### src/rtl/rv32i_decode_stage.sv
// RV32I decode stage: holds one fetched instruction behind a valid/ready
// handshake, breaks out its fields and drives one-hot execute-unit enables.
module rv32i_decode_stage #(
  parameter logic [31:0] RESET_PC    = 32'h0000_0000,
  parameter int unsigned COUNT_WIDTH = 32
) (
  input  logic                   clk,
  input  logic                   reset,
  input  logic                   instr_valid,
  input  logic [31:0]            instr,
  input  logic [31:0]            pc_in,
  output logic                   instr_ready,
  output logic                   decode_valid,
  input  logic                   decode_ready,
  output logic [31:0]            pc_out,
  output logic [4:0]             rd_index,
  output logic [4:0]             rs1_index,
  output logic [4:0]             rs2_index,
  output logic [2:0]             funct3,
  output logic [6:0]             funct7,
  output logic [31:0]            immediate12_itype,
  output logic [31:0]            immediate12_stype,
  output logic [31:0]            immediate13_btype,
  output logic [31:0]            immediate20_utype,
  output logic [31:0]            immediate21_jtype,
  output logic                   alu_upper_immediate_lui_enable,
  output logic                   alu_upper_immediate_auipc_enable,
  output logic                   alu_immediate_enable,
  output logic                   alu_register_enable,
  output logic                   load_enable,
  output logic                   store_enable,
  output logic                   branch_enable,
  output logic                   jal_enable,
  output logic                   jalr_enable,
  output logic                   illegal_instruction,
  output logic                   halted,
  output logic [COUNT_WIDTH-1:0] decoded_count
);

  typedef enum logic {RUN, HALT} state_t;

  localparam logic [31:0] NOP = 32'h0000_0013;

  state_t                 state_q, state_d;
  logic [31:0]            instr_q;
  logic [31:0]            pc_q;
  logic                   valid_q;
  logic [COUNT_WIDTH-1:0] count_q;

  logic       accept;
  logic       handoff;
  logic       known_op;
  logic [8:0] op_onehot;

  // Opcode classification; a full 7-bit match also rejects instr[1:0] != 2'b11.
  always_comb begin
    op_onehot = '0;
    known_op  = 1'b1;
    case (instr_q[6:0])
      7'b0110111: op_onehot[8] = 1'b1;
      7'b0010111: op_onehot[7] = 1'b1;
      7'b0010011: op_onehot[6] = 1'b1;
      7'b0110011: op_onehot[5] = 1'b1;
      7'b0000011: op_onehot[4] = 1'b1;
      7'b0100011: op_onehot[3] = 1'b1;
      7'b1100011: op_onehot[2] = 1'b1;
      7'b1101111: op_onehot[1] = 1'b1;
      7'b1100111: op_onehot[0] = 1'b1;
      default:    known_op     = 1'b0;
    endcase
  end

  assign handoff = valid_q && decode_ready;
  assign accept  = instr_valid && instr_ready;

  always_ff @(posedge clk or posedge reset) begin
    if (reset) state_q <= RUN;
    else       state_q <= state_d;
  end

  // An illegal word being handed off blocks the refill at that same edge.
  always_comb begin
    state_d     = state_q;
    instr_ready = 1'b0;
    case (state_q)
      RUN: begin
        instr_ready = !valid_q || (decode_ready && known_op);
        if (handoff && !known_op) state_d = HALT;
      end
      HALT: begin
        instr_ready = 1'b0;
      end
      default: state_d = RUN;
    endcase
  end

  always_ff @(posedge clk or posedge reset) begin
    if (reset) begin
      instr_q <= NOP;
      pc_q    <= RESET_PC;
      valid_q <= 1'b0;
      count_q <= '0;
    end else begin
      if (accept) begin
        instr_q <= instr;
        pc_q    <= pc_in;
        valid_q <= 1'b1;
      end else if (handoff) begin
        valid_q <= 1'b0;
      end
      if (handoff) count_q <= count_q + COUNT_WIDTH'(1);
    end
  end

  assign decode_valid  = valid_q;
  assign halted        = (state_q == HALT);
  assign decoded_count = count_q;
  assign pc_out        = valid_q ? pc_q : RESET_PC;

  assign rd_index  = instr_q[11:7];
  assign rs1_index = instr_q[19:15];
  assign rs2_index = instr_q[24:20];
  assign funct3    = instr_q[14:12];
  assign funct7    = instr_q[31:25];

  assign immediate12_itype = {{20{instr_q[31]}}, instr_q[31:20]};
  assign immediate12_stype = {{20{instr_q[31]}}, instr_q[31:25], instr_q[11:7]};
  assign immediate13_btype = {{19{instr_q[31]}}, instr_q[31], instr_q[7],
                              instr_q[30:25], instr_q[11:8], 1'b0};
  assign immediate20_utype = {instr_q[31:12], 12'b0};
  assign immediate21_jtype = {{11{instr_q[31]}}, instr_q[31], instr_q[19:12],
                              instr_q[20], instr_q[30:21], 1'b0};

  assign alu_upper_immediate_lui_enable   = valid_q && op_onehot[8];
  assign alu_upper_immediate_auipc_enable = valid_q && op_onehot[7];
  assign alu_immediate_enable             = valid_q && op_onehot[6];
  assign alu_register_enable              = valid_q && op_onehot[5];
  assign load_enable                      = valid_q && op_onehot[4];
  assign store_enable                     = valid_q && op_onehot[3];
  assign branch_enable                    = valid_q && op_onehot[2];
  assign jal_enable                       = valid_q && op_onehot[1];
  assign jalr_enable                      = valid_q && op_onehot[0];
  assign illegal_instruction              = valid_q && !known_op;

endmodule
### config.mk
export PLATFORM = sky130hd
export DESIGN_NAME = rv32i_decode_stage
export DESIGN_NICKNAME = d
export VERILOG_FILES = /design/src/rtl/rv32i_decode_stage.sv
export SDC_FILE = /design/constraint.sdc
export NUM_CORES = 1
export LEC_CHECK = 0
export CAP_MARGIN = 40
export CORE_MARGIN = 2
export CORE_UTILIZATION = 36
export CTS_BUF_LIST = sky130_fd_sc_hd__clkbuf_2 sky130_fd_sc_hd__clkbuf_4 sky130_fd_sc_hd__clkbuf_8
export DETAILED_ROUTE_END_ITERATION = 8
export GPL_TIMING_DRIVEN = 1
export PLACE_DENSITY = 0.79
export SLEW_MARGIN = 20
export SYNTH_ARGS = -nofsm -noshare
export SYNTH_HDL_FRONTEND = slang
export SYNTH_SLANG_ARGS = --single-unit
### constraint.sdc
create_clock -name clk -period 2.9 [get_ports clk]
set_input_delay 0.435 -clock clk [delete_from_list [all_inputs] [get_ports clk]]
set_output_delay 0.435 -clock clk [all_outputs]
set_load 0.01 [all_outputs]
**After elaboration in Yosys (flattened, before gate mapping)**

Index checks and enable logic that the tools add are counted.

- $add $sub $neg: 1
- Eq/ne operators: 9
- Muxes and demuxes: 16
- Bitwise operators: 1
- Reduce and logical (&&, ||, !) cells: 19

Operators with widths:

| operator | number |
|---|---|
| 32-bit by 1-bit adder with 32-bit output (second input constant) | 1 |
| 32-bit 2-to-1 mux | 1 |
| 7-bit by 6-bit == test with 1-bit output (second input constant) | 3 |
| 7-bit == test (second input constant) | 3 |
| 7-bit by 5-bit == test with 1-bit output (second input constant) | 2 |
| 1-bit logical AND | 14 |
| 1-bit 2-to-1 mux | 14 |
| 9-bit OR reduction | 1 |
| 7-bit by 2-bit == test with 1-bit output (second input constant) | 1 |
| 1-bit zero test | 2 |
| 1-bit case mux with 2 select lines | 1 |
| 2-bit nonzero test | 1 |
| 1-bit logical OR | 1 |
| 1-bit NOT | 1 |

- Bits in registers: 98
- Bits of input ports: 68
- Output and inout port bits: 262
- Word-level logic and storage cells: 51

**Depth between registers and ports, before layout**

- Depth after elaboration: 8
- Gate-level depth with buffers: 7
- Mapped depth without buffers: 6

**Worst setup path after synthesis**

No wires, ideal clock.

- Path kind: register -> output
- From: register instr_q[31]
- To: output port funct7[6]
- Arrival: 1.734 ns
- Setup slack: 0.731 ns
- Stages on the path, launching flop included: 2
- Path through: dfrtp_1 > buf_4

RTL lines:

| item | RTL line | text |
|---|---|---|
| from (decl) | 45 | `logic [31:0] instr_q;` |
| from (signal assigned) | 105 | `instr_q <= instr;` |
| to (decl) | 20 | `output logic [6:0] funct7,` |

No word-level cell between the ends.

**Worst setup path after layout**

- From: register instr_q[1]
- To: output port alu_upper_immediate_auipc_enable

- Word-level cells in the longest chain between the ends: 3

RTL lines:

| item | RTL line | text |
|---|---|---|
| 7-bit by 5-bit == test with 1-bit output | 59 | `case (instr_q[6:0])` |
| 1-bit 2-to-1 mux | 59 |  |
| 1-bit logical AND | 135 | `assign alu_upper_immediate_auipc_enable = valid_q && op_onehot[7];` |
| to (decl) | 27 | `output logic alu_upper_immediate_auipc_enable,` |

No other way between the ends.

==> Implementation_results.wiki <==
{| class="wikitable"
! Metric !! Value
|-
| Number of hold violations in the final report || 0
|-
| Share of the cycle needed by the critical path after routing || 94.0%
|-
| GRT Util Overall || 15.8%
|-
| Largest clock skew in the final design || 0.0113 ns
|-
| Reg-to-reg critical path endpoint || instr_q[30]$_DFFE_PP0P_
|-
| Number of enable flip-flop cells after synthesis || 0
|-
| FILL cells || 1,353
|-
| Mapped Cells || 518
|-
| RSZ-0062 raised after global routing || false
|-
| Slew of the pin with the lowest slew margin || 0.581 ns
|-
| Worst setup SP type || flop
|-
| CP Capture Type || primary output
|-
| TritonRoute pass-1 iters || 4
|-
| Half-perimeter wire length after placement || 10,600 um
|-
| Portion of the post-synthesis area used by sequential elements || 43.2%
|-
| Top area cells in the synthesized netlist || sky130_fd_sc_hd__dfrtp_1 (42%), sky130_fd_sc_hd__buf_4 (24%), sky130_fd_sc_hd__mux2_2 (11%), sky130_fd_sc_hd__and2_1 (3.5%), sky130_fd_sc_hd__xnor2_1 (3.1%)
|-
| Buffers added on ports || 315
|-
| Most used routing layer || met2
|-
| Average via count per standard cell || 4.43
|-
| CTS buffer count || 9
|-
| Top Ports || 330
|-
| Area added between synthesis and finish || 39.8%
|-
| Fmax || 0.367 GHz
|-
| Placer's final routability congestion estimate || 0.823
|-
| Power per cell area || 959 mW/mm^2
|-
| Count of nets left with antenna violations after detail routing || 0
|-
| Nets@finish || 736
|-
| Leakage power figure || 3.22 nW
|-
| CTS root buffer || sky130_fd_sc_hd__clkbuf_8
|-
| Kind of critical path || flop to primary output
|-
| Number of maximum-capacitance violations || 0
|-
| Run status || finished, final reports clean
|-
| Diode count || 0
|-
| Number of synthesized register bits || 98
|-
| Worst-case reg-to-reg path depth || 7
|-
| Detailed-route wire length || 13,900 um
|-
| Worst hold stages || 1
|-
| Worst-case hold path end point || decoded_count[31]$_DFFE_PP0P_
|-
| Initial antenna violation count || 0
|-
| Share of synthesized registers carrying an async set or reset || 100%
|-
| Global-route wire length before repair || 20,500 um
|-
| DRC violation total after the first TritonRoute iteration || 129
|-
| Vias after detailed routing || 3,908
|-
| Hold-fix buffer count after cts || 0
|-
| CTS tree || yes
|-
| Hold Path Class || flop to flop
|-
| Mean area per synthesized cell || 11.0 sq um
|-
| Maximum number of pins on one net before global-route repair || 99
|-
| Synth unique cells || 37
|-
| Arrival time worst endpoint || 2.29 ns
|-
| Count of final max-slew check failures || 0
|-
| Setup-failing EPs final || 0
|-
| Number of H-tree levels || 3
|-
| Worst slew margin relative to its limit || 61.2%
|-
| Maximum fanout along the worst path || 3
|-
| Met1 Usage GRT || 18.4%
|-
| Initial core utilization || 37.1%
|-
| Met2 global-route usage || 27.8%
|-
| Residual DRC || 0
|-
| Placeable core area || 0.0153 sq mm
|-
| Final critical delay including setup and external delays || 2.72 ns
|-
| Share of final-layout standard cells stronger than drive strength 1 || 14.1%
|-
| Average wire per cell in the routed design || 15.7 um
|-
| Cell Area, Synth || 0.00569 sq mm
|-
| Clock slew at reported path FFs || 0.10 ns
|-
| Most frequent cells in the layout || sky130_fd_sc_hd__clkdlybuf4s50_1 (315), sky130_fd_sc_hd__dfrtp_1 (94), sky130_fd_sc_hd__mux2_2 (58)
|-
| Height of the die || 130 um
|-
| Horizontal die dimension || 130 um
|-
| Remaining global-route overflow || 0
|-
| Vias in the first global route || 3,732
|-
| Peak supply drop || 474 uV
|-
| Grt met3 use || 4.38%
|-
| Worst endpoint required time || 2.47 ns
|-
| Main flop type after synthesis || sky130_fd_sc_hd__dfrtp_1
|-
| Most common cell after layout, fill and taps aside || sky130_fd_sc_hd__clkdlybuf4s50_1
|-
| Start point of the worst min-delay path || decoded_count[31]$_DFFE_PP0P_
|-
| Source of the worst register-to-register timing path || instr_q[1]$_DFFE_PP1P_
|-
| Clock insertion delay at the later pin of the skew report || 0.38 ns
|-
| Full die area || 0.0168 sq mm
|-
| Number of warnings reported in the yosys synthesis log || 0
|-
| Row count || 45
|-
| Max Buffers Root-to-Sink || 2
|-
| Aggregate negative setup slack || 0 ns
|-
| Tot Pwr || 7.62 mW
|-
| Top-area cell type share of the netlist area || 41.8%
|-
| Cell type contributing the most total cell area after synthesis || sky130_fd_sc_hd__dfrtp_1
|-
| Num Clock Sinks || 98
|-
| Worst reg-to-reg setup slack || 0.43 ns
|}
==> flip-flops by register name, indices dropped and copies added (netlist names) <==
| name | cells |
|---|---|
| decoded_count | 32 |
| instr_q | 32 |
| pc_q | 32 |
| decode_valid | 1 |
| halted | 1 |
==> worst max-delay path: stages, from the launching register on <==
cell                              delay, ns
sky130_fd_sc_hd__dfstp_2               0.55
sky130_fd_sc_hd__nand3_1               0.13
sky130_fd_sc_hd__nor4b_2               0.28
sky130_fd_sc_hd__buf_4                 0.17
sky130_fd_sc_hd__nand2_1               0.05
sky130_fd_sc_hd__nor2_1                0.17
sky130_fd_sc_hd__clkdlybuf4s50_1       0.56
==> logic make-up (layout without fill, tap and decap cells) <==
logic type	count (synthesis)	in the layout	synth area share [%]
AOI/OAI and AO/OA	5	5	0.968
xor gates and xnor gates	31	31	4.78
adders and majority gates	1	1	0.220
buffers and inverters	204	345	26.7
DFF	98	98	43.2
muxes	65	65	12.9
other	1	14	0.0660
and+or+nand+nor	113	113	11.2
==> area by class of cell <==
cell class              instances  area, sq um  area share [%]
well taps                     211          264            3.32
repair buffers                323         3250            40.9
clock inverters                 6         48.8           0.614
flip-flops and latches         98         2460            30.9
multi-input cells             229         1760            22.2
inverters                       6         26.3           0.331
clock buffers                  10          138            1.73
==> synthesized netlist by cell type (2+ instances only) <==
master and count:
sky130_fd_sc_hd__buf_4 185, sky130_fd_sc_hd__dfrtp_1 95, sky130_fd_sc_hd__mux2_2 58, sky130_fd_sc_hd__and2_1 32
sky130_fd_sc_hd__xnor2_1 20, sky130_fd_sc_hd__nor2_1 15, sky130_fd_sc_hd__nand2_1 14, sky130_fd_sc_hd__nand3_1 11
sky130_fd_sc_hd__xor2_1 11, sky130_fd_sc_hd__nand4_1 9, sky130_fd_sc_hd__buf_6 8, sky130_fd_sc_hd__mux2_1 7
sky130_fd_sc_hd__nor3_1 7, sky130_fd_sc_hd__inv_1 6, sky130_fd_sc_hd__clkbuf_1 5, sky130_fd_sc_hd__and3_1 3
sky130_fd_sc_hd__dfstp_2 3, sky130_fd_sc_hd__nor2_2 3, sky130_fd_sc_hd__or3_1 3, sky130_fd_sc_hd__and4_1 2
sky130_fd_sc_hd__nand2b_1 2, sky130_fd_sc_hd__nand3b_1 2, sky130_fd_sc_hd__nor3b_1 2, sky130_fd_sc_hd__nor4_1 2
==> power breakdown <==
part           switching, mW  internal, mW
clock                  0.515         0.344
combinational           1.61          2.75
sequential             0.531          1.87
==> worst max-delay path by stage <==
stage,to,slack (ns),startpoint
2_1_floorplan,funct7[6],0.73,instr_q[31]$_DFFE_PP0P_
3_3_place_gp,instr_q[13]$_DFFE_PP0P_,0.44,decode_ready
3_5_place_dp,instr_q[30]$_DFFE_PP0P_,0.40,decode_ready
4_1_cts,instr_ready,0.03,instr_q[1]$_DFFE_PP1P_
5_1_grt,instr_ready,0.06,instr_q[1]$_DFFE_PP1P_
6_report,alu_upper_immediate_auipc_enable,0.18,instr_q[1]$_DFFE_PP1P_
==> per-layer routing <==
metal | vias to the layer above | part of all wire (%) | routed length [um]
li1 | 1791 | - | -
met5 | - | 0 | 0
met4 | 0 | 2.0 | 276
met2 | 181 | 52 | 7260
met3 | 18 | 7.4 | 1030
met1 | 1918 | 38 | 5310
==> per-stage QoR <==
step	util, %	instance area (sq um)	setup slack (ns)	hold WS, ns	cells
2_1_floorplan	-	5740	0.731	0.449	531
3_5_place_dp	50.6	7750	0.403	0.477	866
3_3_place_gp	50.5	7730	0.442	0.466	865
4_1_cts	51.8	7940	0.0288	0.492	882
6_report	51.9	7950	0.175	0.489	883
5_1_grt	51.9	7950	0.0566	0.526	883
==> what timing repair did <==
| item | CTS | global route |
|---|---|---|
| setup endpoints to repair | 0 | 2 |
| setup buffers | 0 | 1 |
| gates resized for setup | 0 | 1 |
Power figures use the tool's default switching activity.
